`config.mk`:
```
export PLATFORM = sky130hd
export DESIGN_NAME = vga_write_arbiter
export DESIGN_NICKNAME = d
export VERILOG_FILES = /design/src/rtl/vga_write_arbiter_pkg.sv /design/src/rtl/vga_write_arbiter_rr_pick3.sv /design/src/rtl/vga_write_arbiter.sv
export SDC_FILE = /design/constraint.sdc
export NUM_CORES = 1
export LEC_CHECK = 0
export ABC_CLOCK_PERIOD_IN_PS = 3000
export BUFFER_PORTS_ARGS = -buffer_cell sky130_fd_sc_hd__buf_2
export CAP_MARGIN = 15
export CORE_UTILIZATION = 40
export DETAILED_ROUTE_END_ITERATION = 7
export PLACE_DENSITY = 0.69
export SYNTH_ARGS = -nofsm -noshare
export SYNTH_HDL_FRONTEND = slang
export SYNTH_SLANG_ARGS = --single-unit
export TNS_END_PERCENT = 100
```
`constraint.sdc`:
```
create_clock -name clock -period 3 [get_ports clock]
set_clock_uncertainty 0.05 [all_clocks]
set_input_delay 0.6 -clock clock [delete_from_list [all_inputs] [get_ports clock]]
set_output_delay 0.6 -clock clock [all_outputs]
set_load 0.05 [all_outputs]
```
`src/rtl/vga_write_arbiter_pkg.sv`:
```
// Shared display constants, requester indices and arbiter state encoding
// used by the VGA pixel-write arbiter and its helpers.
package vga_write_arbiter_pkg;

    localparam int X_W = 8;
    localparam int Y_W = 7;
    localparam int C_W = 3;

    localparam logic [1:0] REQ_GRID  = 2'd0;
    localparam logic [1:0] REQ_NOTE  = 2'd1;
    localparam logic [1:0] REQ_FLASH = 2'd2;

    typedef enum logic {
        IDLE  = 1'b0,
        GRANT = 1'b1
    } arbState_t;

    // Requester index arithmetic modulo 3; idx is always 0..2 in practice.
    function automatic logic [1:0] wrapAdd(input logic [1:0] idx, input logic [1:0] off);
        logic [2:0] s;
        s = {1'b0, idx} + {1'b0, off};
        if (s >= 3'd3) begin
            s = s - 3'd3;
        end
        return s[1:0];
    endfunction

    function automatic logic [1:0] nextReq(input logic [1:0] idx);
        return wrapAdd(idx, 2'd1);
    endfunction

endpackage

```
`src/rtl/vga_write_arbiter_rr_pick3.sv`:
```
// Combinational round-robin pick among three requesters: the first set
// request found scanning upward from ptr (modulo 3) wins.
module rr_pick3
    import vga_write_arbiter_pkg::*;
(
    input  logic [2:0] req,
    input  logic [1:0] ptr,
    output logic [1:0] winner,
    output logic       valid
);

    logic [1:0] cand [3];

    for (genvar gi = 0; gi < 3; gi++) begin : g_cand
        assign cand[gi] = wrapAdd(ptr, 2'(gi));
    end

    // Scan from the farthest candidate back so the nearest one to ptr wins.
    always_comb begin
        winner = ptr;
        valid  = |req;
        for (int k = 2; k >= 0; k--) begin
            if (req[cand[k]]) begin
                winner = cand[k];
            end
        end
    end

endmodule

```
`src/rtl/vga_write_arbiter.sv`:
```
// Round-robin burst arbiter sharing the VGA adapter pixel-write port between
// the grid, note and flash drawing engines; pixels are registered to the adapter.
module vga_write_arbiter
    import vga_write_arbiter_pkg::*;
#(
    parameter int X_W       = vga_write_arbiter_pkg::X_W,
    parameter int Y_W       = vga_write_arbiter_pkg::Y_W,
    parameter int C_W       = vga_write_arbiter_pkg::C_W,
    parameter int BURST_W   = 8,
    parameter int MAX_BURST = 160
) (
    input  logic               clock,
    input  logic               reset,
    input  logic [2:0]         req,
    input  logic [2:0]         last,
    input  logic [3*X_W-1:0]   x_in,
    input  logic [3*Y_W-1:0]   y_in,
    input  logic [3*C_W-1:0]   colour_in,
    output logic [2:0]         gnt,
    output logic [X_W-1:0]     vga_x,
    output logic [Y_W-1:0]     vga_y,
    output logic [C_W-1:0]     vga_colour,
    output logic               vga_plot,
    output logic               busy
);

    localparam logic [BURST_W-1:0] MAX_CNT = BURST_W'(MAX_BURST);

    arbState_t          state;
    logic [1:0]         rrPtr;
    logic [1:0]         owner;
    logic [BURST_W-1:0] burstCnt;
    logic [BURST_W-1:0] burstInc;
    logic [1:0]         pickWinner;
    logic               pickValid;

    logic [X_W-1:0] xField [3];
    logic [Y_W-1:0] yField [3];
    logic [C_W-1:0] cField [3];

    for (genvar gi = 0; gi < 3; gi++) begin : g_unpack
        assign xField[gi] = x_in[gi*X_W +: X_W];
        assign yField[gi] = y_in[gi*Y_W +: Y_W];
        assign cField[gi] = colour_in[gi*C_W +: C_W];
    end

    rr_pick3 u_pick (
        .req    (req),
        .ptr    (rrPtr),
        .winner (pickWinner),
        .valid  (pickValid)
    );

    assign burstInc = burstCnt + BURST_W'(1);
    assign busy     = (state == GRANT);

    always_ff @(posedge clock) begin
        if (reset) begin
            state      <= IDLE;
            gnt        <= '0;
            rrPtr      <= REQ_GRID;
            owner      <= REQ_GRID;
            burstCnt   <= '0;
            vga_x      <= '0;
            vga_y      <= '0;
            vga_colour <= '0;
            vga_plot   <= 1'b0;
        end else begin
            vga_plot <= 1'b0;
            case (state)
                IDLE: begin
                    if (pickValid) begin
                        gnt      <= 3'b001 << pickWinner;
                        owner    <= pickWinner;
                        burstCnt <= '0;
                        state    <= GRANT;
                    end
                end
                GRANT: begin
                    if (req[owner]) begin
                        vga_x      <= xField[owner];
                        vga_y      <= yField[owner];
                        vga_colour <= cField[owner];
                        vga_plot   <= 1'b1;
                        burstCnt   <= burstInc;
                    end
                    // Release on abort, end of burst, or the burst cap; the
                    // pointer moves past the owner so a capped engine waits its turn.
                    if (!req[owner] || last[owner] || (burstInc == MAX_CNT)) begin
                        state <= IDLE;
                        gnt   <= '0;
                        rrPtr <= nextReq(owner);
                    end
                end
                default: state <= IDLE;
            endcase
        end
    end

endmodule

```
* Word-level counts from Yosys, hierarchy flattened *
Index checks and enable logic that the tools add are counted.

operators by class
  order comparisons = 9
  div/mod/pow operators = 0
  mux-type cells = 36
  reductions and logical operators = 10
  equality and inequality tests = 4
  bitwise operators = 2
  add/sub/neg operators = 8
  shift-type cells = 1
  multiply operators = 0

operator list
  cell                                                                           count
  8-bit 2-to-1 mux                                                               4
  8-bit binary-select mux with 2-bit select                                      1
  8-bit case mux with 2 select lines                                             1
  7-bit binary-select mux with 2-bit select                                      1
  2-bit 2-to-1 mux                                                               7
  7-bit 2-to-1 mux                                                               2
  2-bit by 3-bit less-than comparator with 1-bit output (second input constant)  4
  3-bit 2-to-1 mux                                                               4
  1-bit binary-select mux with 2-bit select                                      5
  2-bit AND reduction                                                            5
  3-bit by 2-bit >= comparator with 1-bit output (second input constant)         3
  8-bit by 1-bit adder with 8-bit output (second input constant)                 1
  8-bit == test (second input constant)                                          1
  1-bit 2-to-1 mux                                                               8
  2-bit subtractor (second input constant)                                       4
  2-bit by 1-bit adder with 3-bit output (second input constant)                 2
  3-bit binary-select mux with 2-bit select                                      1
  3-bit case mux with 2 select lines                                             1
  2-bit by 1-bit inequality test with 1-bit output (second input constant)       2
  2-bit by 2-bit adder with 3-bit output (second input constant)                 1
  3-bit >= comparator (second input constant)                                    1
  2-bit NOT with 3-bit output                                                    1
  3-bit OR reduction                                                             1
  1-bit by 2-bit left shift with 3-bit output (first input constant)             1
  other kinds (7)                                                                8

storage, ports and cells
  register bits = 35
  latch bits = 0
  memory bits (read-only) = 0
  memory bits (writable) = 0
  memories kept = 0
  logic and storage cells = 79
  input bits = 62
  output and inout bits = 23

* Longest topological paths before layout *
Gate-level depths: netlist (run 1).

  word-level depth = 11
  depth in mapped cells = 8
  depth with buffers taken out = 7

* Modules after synthesis *
From an unflattened synthesis (run 1), not the netlist that was laid out.

second synthesis, totals
  cells, all modules = 255
  area total of the unflattened synthesis = 2127.0 um^2

modules (own cells, without submodules)
  module             seq. area each (um^2)  cells an instance  instances  area an instance (um^2)
  vga_write_arbiter  700.7                  221                1          1915.6
  rr_pick3           0.0                    34                 1          211.5

* Worst setup path after synthesis (run 1) *
OpenSTA, ideal clock, no wires.

  path type = reg2reg
  start = register rrPtr[0]
  end = register gnt[1]
  setup time = 0.092 ns
  required time = 2.858 ns
  setup slack = 0.887 ns
  stages on the path, launching flop included = 9
  period minus slack after synthesis = 2.113 ns
  arrival = 1.971 ns
  path buffers = 1
  cells stage by stage = dfxtp_1 -> inv_1 -> ha_1 -> buf_6 -> nand2b_4 -> a21boi_2 -> a211oi_1 -> or4_1 -> o32ai_1

on the way
  word-level cells in the longest chain between the ends = 11
  elaborated cells on any way between the ends = 23
  those cells by class = 5 x add/sub; 3 x order compare; 1 x shift; 14 x mux

ends and longest elaborated chain
  what                                                                                       line                                                      text
  start, declared                                                                            vga_write_arbiter.sv:30                                   logic [1:0] rrPtr;
  start signal, assigned                                                                     vga_write_arbiter.sv:92                                   rrPtr <= nextReq(owner);
  2-bit by 2-bit adder with 3-bit output                                                     vga_write_arbiter_pkg.sv:21                               s = {1'b0, idx} + {1'b0, off};
  3-bit by 2-bit >= comparator with 1-bit output / 2-bit subtractor (equally long branches)  vga_write_arbiter_pkg.sv:22, vga_write_arbiter_pkg.sv:23
  2-bit 2-to-1 mux                                                                           vga_write_arbiter_pkg.sv:22                               if (s >= 3'd3) begin
  1-bit binary-select mux with 2-bit select                                                  vga_write_arbiter_rr_pick3.sv:23                          if (req[cand[k]]) begin
  1-bit 2-to-1 mux (not written as such)                                                     vga_write_arbiter_rr_pick3.sv:23
  2-bit 2-to-1 mux (2 in a row)                                                              vga_write_arbiter_rr_pick3.sv:23
  2-bit 2-to-1 mux (*)                                                                       vga_write_arbiter_rr_pick3.sv:23
  1-bit by 2-bit left shift with 3-bit output (*)                                            vga_write_arbiter.sv:73                                   gnt <= 3'b001 << pickWinner;
  3-bit 2-to-1 mux (*)                                                                       vga_write_arbiter.sv:72                                   if (pickValid) begin
  3-bit case mux with 2 select lines (*)                                                     vga_write_arbiter.sv:70                                   case (state)
  end signal, assigned                                                                       vga_write_arbiter.sv:73
  end, declared                                                                              vga_write_arbiter.sv:19                                   output logic [2:0] gnt,

Every way passes the cells marked *; elsewhere a longest branch is shown, timed or not. The select of a mux whose other input is x is not followed.
A chain may end at the register's enable or synchronous reset.

* Worst setup path in the final report (run 1) *
Ends and elaborated chain as after synthesis.

==> impl_metrics.ini, run 1 <==
[critical_path]
cp-end-kind = flip-flop
cp-start-kind = flip-flop
timing.rr.start = rrPtr[0]
ff2ff_path_depth = 7
rrSetupSlack_ns = 0.71
worstSetupPathType = reg2reg
arrival_ns = 2.44
required_ns = 3.15
r2r-end = gnt[1]
path_max_fanout = 8

[route]
drc_errors = 0
first_iter_violations = 187
ant_nets = 0
dr.pass1.iters = 4
via_count = 2119
post_drt_via_cell_ratio = 5.13
drt-total-wl_um = 5140
drt-wirelength-per-cell_um = 12.4

[power]
vdd_drop_max_mv = 0.205
power.leakage_nw = 1.18
p_per_area_nw_per_um2 = 548
power_w = 0.00151

[die]
rows = 26
core-area_um2 = 5170
initial_utilization_pct = 41.8
die_area_um2 = 5710
die_h_um = 75.5
die_w_um = 75.5
ios = 85

[synthesis]
synth.cell_area_um2 = 2160
yosysUniqueCellTypes = 48
synth-seq-cells = 35
synth_fp_nets = 333
ys_seq_area_share_pct = 32.4
syn_area_per_cell_um2 = 8.16
syn_inst = 265
yosys_warnings = 0

[clock_tree]
numCtsBuffers = 5
cts_tree = built
clock_path_buffers = 2
clk_pin_slew_ns = 0.07
clock_latency_ns = 0.29
cts_hold_buf = 0
clkSinkCount = 35
cts_root_buf = clkbuf_8
post-cts-setup-buffers = 0
htreeDepth = 2
ctsResizeCount = 0

[layout]
utilization_pct = 53.3
drive_gt1_share_pct = 32.9
fin_nets = 410
diodes = 0
area_growth_pct = 27.4

[sta]
setup_tns_ns = 0
setup_viol = 0
maxSlewViolCount = 0
hold_slack_ns = 0.446
fin_crit_ns = 2.29
worst_pin_slew_ns = 0.983
max_freq_mhz = 436
fin_crit_sh_pct = 76.5
relSlewSlack_pct = 34.4
rsz0062_at_grt = false
hold_violations = 0
timing.final.ws_setup_ns = 0.706

[job]
max_cap_viol_count = 0

[placed_design]
dpl_worst_slack_ns = 0.371
gp_congestion = 0.861
dp_hpwl_um = 3820
numPortBuffers = 84

[outcome]
status = finished, final reports clean

[hold_path]
hold_start = vga_x[1]
min_path_cells = 2
hold_path.class = reg2reg
hold_end = vga_x[1]

[grt]
grt_use_total_pct = 18.9
gr-total-overflow = 0
grt_max_degree = 39
grt_pass1_wl_um = 8200
grt_pass1_vias = 1791
antenna_found_initial = 0
[cell usage after synthesis, drive strengths merged]
cell | count | area share (%)
a21bo | 2 | 0.93
nand3 | 2 | 0.46
o32ai | 3 | 1.2
o21a | 1 | 0.40
a211o | 1 | 0.40
o21ai | 8 | 1.9
or3 | 1 | 0.29
or4 | 1 | 0.35
nand2b | 6 | 2.1
nor2 | 43 | 7.6
nand3b | 6 | 2.1
xor2 | 1 | 0.40
and2 | 1 | 0.35
nand4 | 2 | 0.87
a21boi | 2 | 1.0
mux2i | 21 | 9.7
o41ai | 1 | 1.3
mux2 | 2 | 1.0
inv | 7 | 1.2
or4b | 1 | 0.46
a22oi | 1 | 0.58
o211ai | 1 | 0.35
a21o | 1 | 0.35
a211oi | 25 | 8.7
clkbuf | 11 | 1.9
o31ai | 1 | 0.35
a31oi | 1 | 0.29
ha | 6 | 3.5
buf | 8 | 2.2
o2bb2ai | 1 | 0.40
nand4bb | 1 | 0.52
nand2 | 10 | 1.7
nor3 | 10 | 2.3
nor2b | 2 | 0.58
or2 | 2 | 0.58
nor4 | 3 | 0.87
and3 | 3 | 1.1
dfxtp | 35 | 32
a21oi | 30 | 6.9
a32oi | 1 | 0.40
[stage by stage]
step,area [um^2],std cells
2_1_floorplan,2160,265
3_3_place_gp,2620,405
3_5_place_dp,2620,405
4_1_cts,2760,413
5_1_grt,2760,413
6_report,2760,413
[how the worst max path moves through the flow]
| stage | startpoint | endpoint | slack (ns) |
|---|---|---|---|
| after floorplan | rrPtr[0] | gnt[1] | 0.89 |
| after global placement | req[1] | vga_x[1] | 0.49 |
| after detailed placement | req[1] | vga_y[3] | 0.37 |
| after CTS | req[1] | vga_y[0] | 0.69 |
| after global routing | req[1] | vga_y[3] | 0.51 |
| final | rrPtr[0] | gnt[1] | 0.71 |
[metal layers]
| layer | up-vias | wire length, um | track usage [%] |
|---|---|---|---|
| met1 | 919 | 2450 | 26.1 |
| met2 | 77 | 2340 | 29.4 |
| li1 | 1119 | - | - |
| met4 | 0 | 42 | 4.32 |
| met3 | 4 | 308 | 5.29 |
| met5 | - | 0 | 0 |
[registers in the layout (all words and copies together) (netlist names)]
signal and flops:
burstCnt 8, gnt 3, rrPtr 2, vga_colour 3
vga_x 8, vga_plot 1, busy 1, vga_y 7
owner 2
[report_power, final]
| part | switching (W) | total (W) | internal (W) | leakage (nW) |
|---|---|---|---|---|
| logic | 0.000310 | 0.000477 | 0.000167 | 0.834 |
| registers | 0.0000254 | 0.000530 | 0.000504 | 0.286 |
| clock network | 0.000173 | 0.000505 | 0.000331 | 0.0644 |
[layout by cell type, fill, tap and decap left out, types with 2 or more instances in the layout]
cell	instances
nand2b_1	5
buf_4	5
o21ai_0	7
a211oi_1	25
nand3_1	2
nor4_1	3
a21bo_2	2
nor3_1	10
and3_1	2
clkbuf_8	5
o32ai_1	3
buf_2	84
mux2i_1	21
a21boi_2	2
ha_1	6
nand3b_1	6
bufinv_16	2
dfxtp_1	35
nor2b_1	2
or2_2	2
inv_1	7
nor2_1	42
a21oi_1	30
nand2_1	10
mux2_2	2
[cell type report]
class	instances	area, um^2
fill	482	2420
multi-input combinational	204	1350
sequential	35	701
timing repair buffer	89	458
tap	70	87.6
clock buffer	5	68.8
clock inverter	3	67.6
inverter	7	26.3
[kinds of logic after synthesis]
family,after synthesis,synth area share [%]
and+or+nand+nor,94,22.2
AOI/OAI and AO/OA,80,25.4
DFF,35,32.4
buffers and inverters,26,5.32
muxes,23,10.8
adders and majority gates,6,3.47
xor gates and xnor gates,1,0.405
[critical path, cell delays in order, from the launching register on]
cell and delay (ns):
dfxtp_1 0.42, inv_1 0.11, ha_1 0.41, nand2b_4 0.19
a21boi_2 0.15, a211oi_1 0.08, or4_1 0.53, o32ai_1 0.26
(Power assumes the default switching activity.)
==> inputs of run 2 (changes only) <==
--- a/config.mk
+++ b/config.mk
@@ -5,12 +5,12 @@
 export SDC_FILE = /design/constraint.sdc
 export NUM_CORES = 1
 export LEC_CHECK = 0
-export ABC_CLOCK_PERIOD_IN_PS = 3000
+export ABC_CLOCK_PERIOD_IN_PS = 1900
 export BUFFER_PORTS_ARGS = -buffer_cell sky130_fd_sc_hd__buf_2
 export CAP_MARGIN = 15
 export CORE_UTILIZATION = 40
 export DETAILED_ROUTE_END_ITERATION = 7
-export PLACE_DENSITY = 0.69
+export PLACE_DENSITY = 0.71
 export SYNTH_ARGS = -nofsm -noshare
 export SYNTH_HDL_FRONTEND = slang
 export SYNTH_SLANG_ARGS = --single-unit
==> constraint.sdc (replaced) <==
create_clock -name clock -period 1.9 [get_ports clock]
set_clock_uncertainty 0.05 [all_clocks]
set_input_delay 0.38 -clock clock [delete_from_list [all_inputs] [get_ports clock]]
set_output_delay 0.38 -clock clock [all_outputs]
set_load 0.05 [all_outputs]
==> run 2 against run 1 <==
Effect of this change: the run now ends with negative setup slack left; utilization up 4.4 points; sequential power up 58%; fmax up 18%; flip-flop and latch count unchanged; combinational power up 82%; global-route usage up 1.1 points; hold slack worse by 0.072 ns.
==> impl_metrics.ini, run 2 (same netlist as run 1, synthesis figures left out) <==
[layout]
multi_input_area_um2 = 1430
fill_cells = 459
final_cell_mix = 84 x buf_2, 42 x nor2_1, 29 x a21oi_1, 29 x dfxtp_1, 26 x buf_4
fin_nets = 433
final_common_cell = buf_2
utilization_pct = 57.6
top_regs = burstCnt (8), vga_x (8), vga_y (7)
drive_gt1_share_pct = 41.3
diodes = 0
regArea_um2 = 711
final_area_um2 = 2980
area_growth_pct = 37.8

[critical_path]
required_ns = 2.06
slowest_delay_ns = 0.48
cp-end-kind = flip-flop
worstSetupPathType = reg2reg
arrival_ns = 2.10
cp-start-kind = flip-flop
path_max_fanout = 7
path_cells = inv_4 > ha_4 > nand2b_4 > a21boi_4 > nor4_2 > or4_4 > o32ai_2
cp_slowest_cell = or4_4

[grt]
grt_max_degree = 38
antenna_found_initial = 0
grt_pass1_vias = 1929
gr-total-overflow = 0
grt_pass1_wl_um = 8710
grt_use_total_pct = 20.0

[die]
die_area_um2 = 5710
rows = 26
die_w_um = 75.5
initial_utilization_pct = 41.8
core-area_um2 = 5170
ios = 85
die_h_um = 75.5

[power]
vdd_drop_max_mv = 0.421
power.leakage_nw = 1.29
p_per_area_nw_per_um2 = 746
combPwrFrac_pct = 39.1
power.net_switching_w = 0.000829
power_w = 0.00222
seq_power_share_pct = 37.6
pwr-share-clk_pct = 23.3
cellInternalPower_w = 0.00140
switching_share_pct = 37.2

[placed_design]
dpl_worst_slack_ns = -0.0666
post_dp_cell_area_um2 = 2770
dp_hpwl_um = 4010
gp_congestion = 0.797
numPortBuffers = 84

[clock_tree]
clk_pin_slew_ns = 0.07
clkSinkCount = 35
clock_path_buffers = 2
cts_root_buf = clkbuf_8
cts_tree = built
cts_hold_buf = 0
numCtsBuffers = 5
clock_latency_ns = 0.29
htreeDepth = 2

[sta]
setup_viol = 2
timing.final.ws_setup_ns = -0.0471
setup_tns_ns = -0.0628
max_freq_mhz = 514
fin_crit_sh_pct = 102
worst_pin_slew_ns = 0.408
hold_violations = 0
fin_crit_ns = 1.95
rsz0062_at_grt = true
relSlewSlack_pct = 72.6
maxSlewViolCount = 0

[outcome]
status = complete, but fails checks
violations = negative setup slack

[route]
post_drt_via_cell_ratio = 5.12
via_count = 2232
drc_errors = 0
drt-wirelength-per-cell_um = 12.8
ant_nets = 0
drt-total-wl_um = 5580
first_iter_violations = 156
dr.pass1.iters = 4
met2_length_um = 2690
wl_met1_um = 2590
met3_length_um = 231
highest_layer = met4

[job]
max_cap_viol_count = 0

[hold_path]
hold_path.class = in2reg
==> run 2: cell count changes in the layout (fill, tap and decap cells not counted), sizes merged <==
cell	delta
buf	+23
bufinv	-2
clkbuf	+2
clkinv	+1
clkinvlp	-1
==> run 2: through the flow <==
stage	hold WS, ns	instances
2_1_floorplan	0.435	265
3_3_place_gp	0.433	421
3_5_place_dp	0.440	421
4_1_cts	0.363	430
5_1_grt	0.370	436
6_report	0.373	436
==> run 2: what timing repair did <==
action                                  in CTS  in global routing
endpoints found under the setup margin      10                  8
gates resized for setup                      6                 15
setup buffers                                1                  6
pin swaps                                    1                  8
==> run 2: path summary, 6_finish.rpt <==
check / slack, ns / cells past startpoint / startpoint / to
max: -0.05 / 7 / rrPtr[0] / gnt[1]
min: 0.37 / 3 / colour_in[7] / vga_colour[1]
max reg2reg: -0.05 / 7 / rrPtr[0] / gnt[1]
min reg2reg: 0.45 / 2 / vga_x[3] / vga_x[3]
==> run 2: cell type report <==
class / count / area share (%)
multi-input cells: 204 / 47.8
flip-flops and latches: 35 / 23.8
repair buffers: 112 / 21.7
well taps: 70 / 2.94
clock buffers: 7 / 2.56
inverters: 7 / 0.965
clock inverters: 1 / 0.168
==> run 2: metal layers <==
| layer | track usage (%) | up-vias |
|---|---|---|
| met3 | 4.63 | 5 |
| li1 | - | 1165 |
| met1 | 26.3 | 1001 |
| met4 | 6.38 | 0 |
| met5 | 0 | - |
| met2 | 32.3 | 61 |
==> run 2: power groups by stage <==
stage | clock network [W] | registers, W | logic, W
after floorplan | 0 | 0.00103 | 0.000395
after global placement | 0 | 0.000848 | 0.000799
after detailed placement | 0 | 0.000850 | 0.000808
after CTS | 0.000528 | 0.000835 | 0.000828
after global routing | 0.000567 | 0.000845 | 0.000949
final | 0.000518 | 0.000837 | 0.000870
==> run 2: critical path: cells and delay by family, from the launching register on <==
kind            cells  cell delay, ns
compound gates      2            0.42
fa+ha+maj           1            0.26
buf+inv             1            0.05
flops               1            0.38
simple gates        3            0.70
==> inputs of run 3 (changes only) <==
--- a/config.mk
+++ b/config.mk
@@ -8,9 +8,11 @@
 export ABC_CLOCK_PERIOD_IN_PS = 1900
 export BUFFER_PORTS_ARGS = -buffer_cell sky130_fd_sc_hd__buf_2
 export CAP_MARGIN = 15
-export CORE_UTILIZATION = 40
+export CELL_PAD_IN_SITES_DETAIL_PLACEMENT = 0
+export CELL_PAD_IN_SITES_GLOBAL_PLACEMENT = 1
+export CORE_UTILIZATION = 31
 export DETAILED_ROUTE_END_ITERATION = 7
-export PLACE_DENSITY = 0.71
+export PLACE_DENSITY = 0.77
 export SYNTH_ARGS = -nofsm -noshare
 export SYNTH_HDL_FRONTEND = slang
 export SYNTH_SLANG_ARGS = --single-unit
==> run 3 against run 2 <==
Effect of this change: the flow finishes with violations (design-rule violations, negative setup slack); global-route usage down 4.3 points; fmax up 1.6%; flip-flop and latch count unchanged; die area up 28%; clock-buffer cell count down 1; cell count up 1.6%; utilization down 14 points; clock power up 4%; hold slack worse by 0.012 ns; routed wire length down 1.6%; critical endpoint unchanged.
==> impl_metrics.ini, run 3 (same netlist as run 1, synthesis figures left out) <==
[die]
core-area_um2 = 6760
die_h_um = 85.5
ios = 85
rows = 30
die_area_um2 = 7320
initial_utilization_pct = 32.0
die_w_um = 85.5

[layout]
instances_no_fill = 443
diodes = 0
final_area_um2 = 2950
area_growth_pct = 36.3
fin_nets = 430
final_cell_mix = 84 x buf_2, 42 x nor2_1, 30 x a21oi_1
top_regs = burstCnt (8), vga_x (8), vga_y (7)
final_common_cell = buf_2
drive_gt1_share_pct = 40.2

[clock_tree]
clk_pin_slew_ns = 0.08
clock_latency_ns = 0.29
numCtsBuffers = 5
cts_tree = built
cts_hold_buf = 0
htreeDepth = 2
clock_path_buffers = 2
clkSinkCount = 35
cts_root_buf = clkbuf_8

[grt]
grt_pass1_vias = 2046
gr-total-overflow = 0
grt_max_degree = 38
grt_use_total_pct = 15.6
antenna_found_initial = 0
grt_pass1_wl_um = 9190

[route]
ant_nets = 0
drt-total-wl_um = 5490
post_drt_via_cell_ratio = 5.01
drc_errors = 2
first_iter_violations = 80
drt-wirelength-per-cell_um = 12.4
via_count = 2221
dr.pass1.iters = 6

[sta]
setup_viol = 1
fin_crit_ns = 1.92
worst_pin_slew_ns = 0.411
rsz0062_at_grt = true
fin_crit_sh_pct = 101
max_freq_mhz = 522
timing.final.ws_setup_ns = -0.0165
maxSlewViolCount = 0
hold_violations = 0
relSlewSlack_pct = 72.4

[critical_path]
cp-start-kind = flip-flop
worstSetupPathType = reg2reg
arrival_ns = 2.07
rrSetupSlack_ns = -0.02
ff2ff_path_depth = 6
cp-end-kind = flip-flop
required_ns = 2.06
path_max_fanout = 8

[power]
vdd_drop_max_mv = 0.329
power.leakage_nw = 1.27
p_per_area_nw_per_um2 = 750

[placed_design]
post_dp_cell_area_um2 = 2810
dp_cells = 434
numPortBuffers = 84
dp_hpwl_um = 4090
gp_congestion = 0.777

[job]
max_cap_viol_count = 0

[outcome]
status = complete, but fails checks
violations = design-rule violations, negative setup slack

[hold_path]
min_path_cells = 3
hold_path.class = in2reg
[run 3: cell type report]
type	instances	area, um^2
clock buffers	6	72.6
clock inverters	2	12.5
fillers	713	3810
inverters	7	26.3
multi-input cells	204	1400
flip-flops and latches	35	711
well taps	80	100
repair buffers	109	624
[run 3: worst paths after layout]
check | start | to
worst min-delay path | colour_in[7] | vga_colour[1]
worst max register to register | rrPtr[1] | gnt[1]
worst max-delay path | rrPtr[1] | gnt[1]
worst min register to register | vga_y[5] | vga_y[5]
[run 3: metrics by stage]
step           power [W]  setup WS, ns  hold slack (ns)  util (%)  TNS, ns
2_1_floorplan    0.00142       -0.0251            0.435         -  -0.0251
3_3_place_gp     0.00167       -0.0376            0.433      41.6  -0.0691
3_5_place_dp     0.00168       -0.0550            0.437      41.6   -0.120
4_1_cts          0.00222       0.00938            0.350      42.9        0
5_1_grt          0.00235        -0.100            0.362      43.6   -0.362
6_report         0.00221       -0.0165            0.361      43.6  -0.0165
[run 3: metal layers]
metal / GRT usage, % / share of wire, %
met5: 0 / 0
met4: 5.91 / 0.60
met3: 3.18 / 4.3
met2: 25.1 / 46
met1: 20.7 / 50
[run 3: worst max-delay path, stage by stage (launching register included)]
cell and delay [ns]:
dfxtp_4 0.38, ha_4 0.27, nand2b_4 0.14, a21boi_2 0.15, a211oi_2 0.06, or4_1 0.53
o32ai_2 0.25
[run 3: power breakdown]
part           total, W  internal (W)  switching (W)
logic          0.000839      0.000325       0.000514
registers      0.000836      0.000797      0.0000394
clock network  0.000537      0.000256       0.000281
total           0.00221       0.00138       0.000834
[run 3: what timing repair did]
item,in CTS,in global routing
endpoints found under the setup margin,19,27
pin swaps,0,2
resized for setup,4,11
buffers inserted,0,1
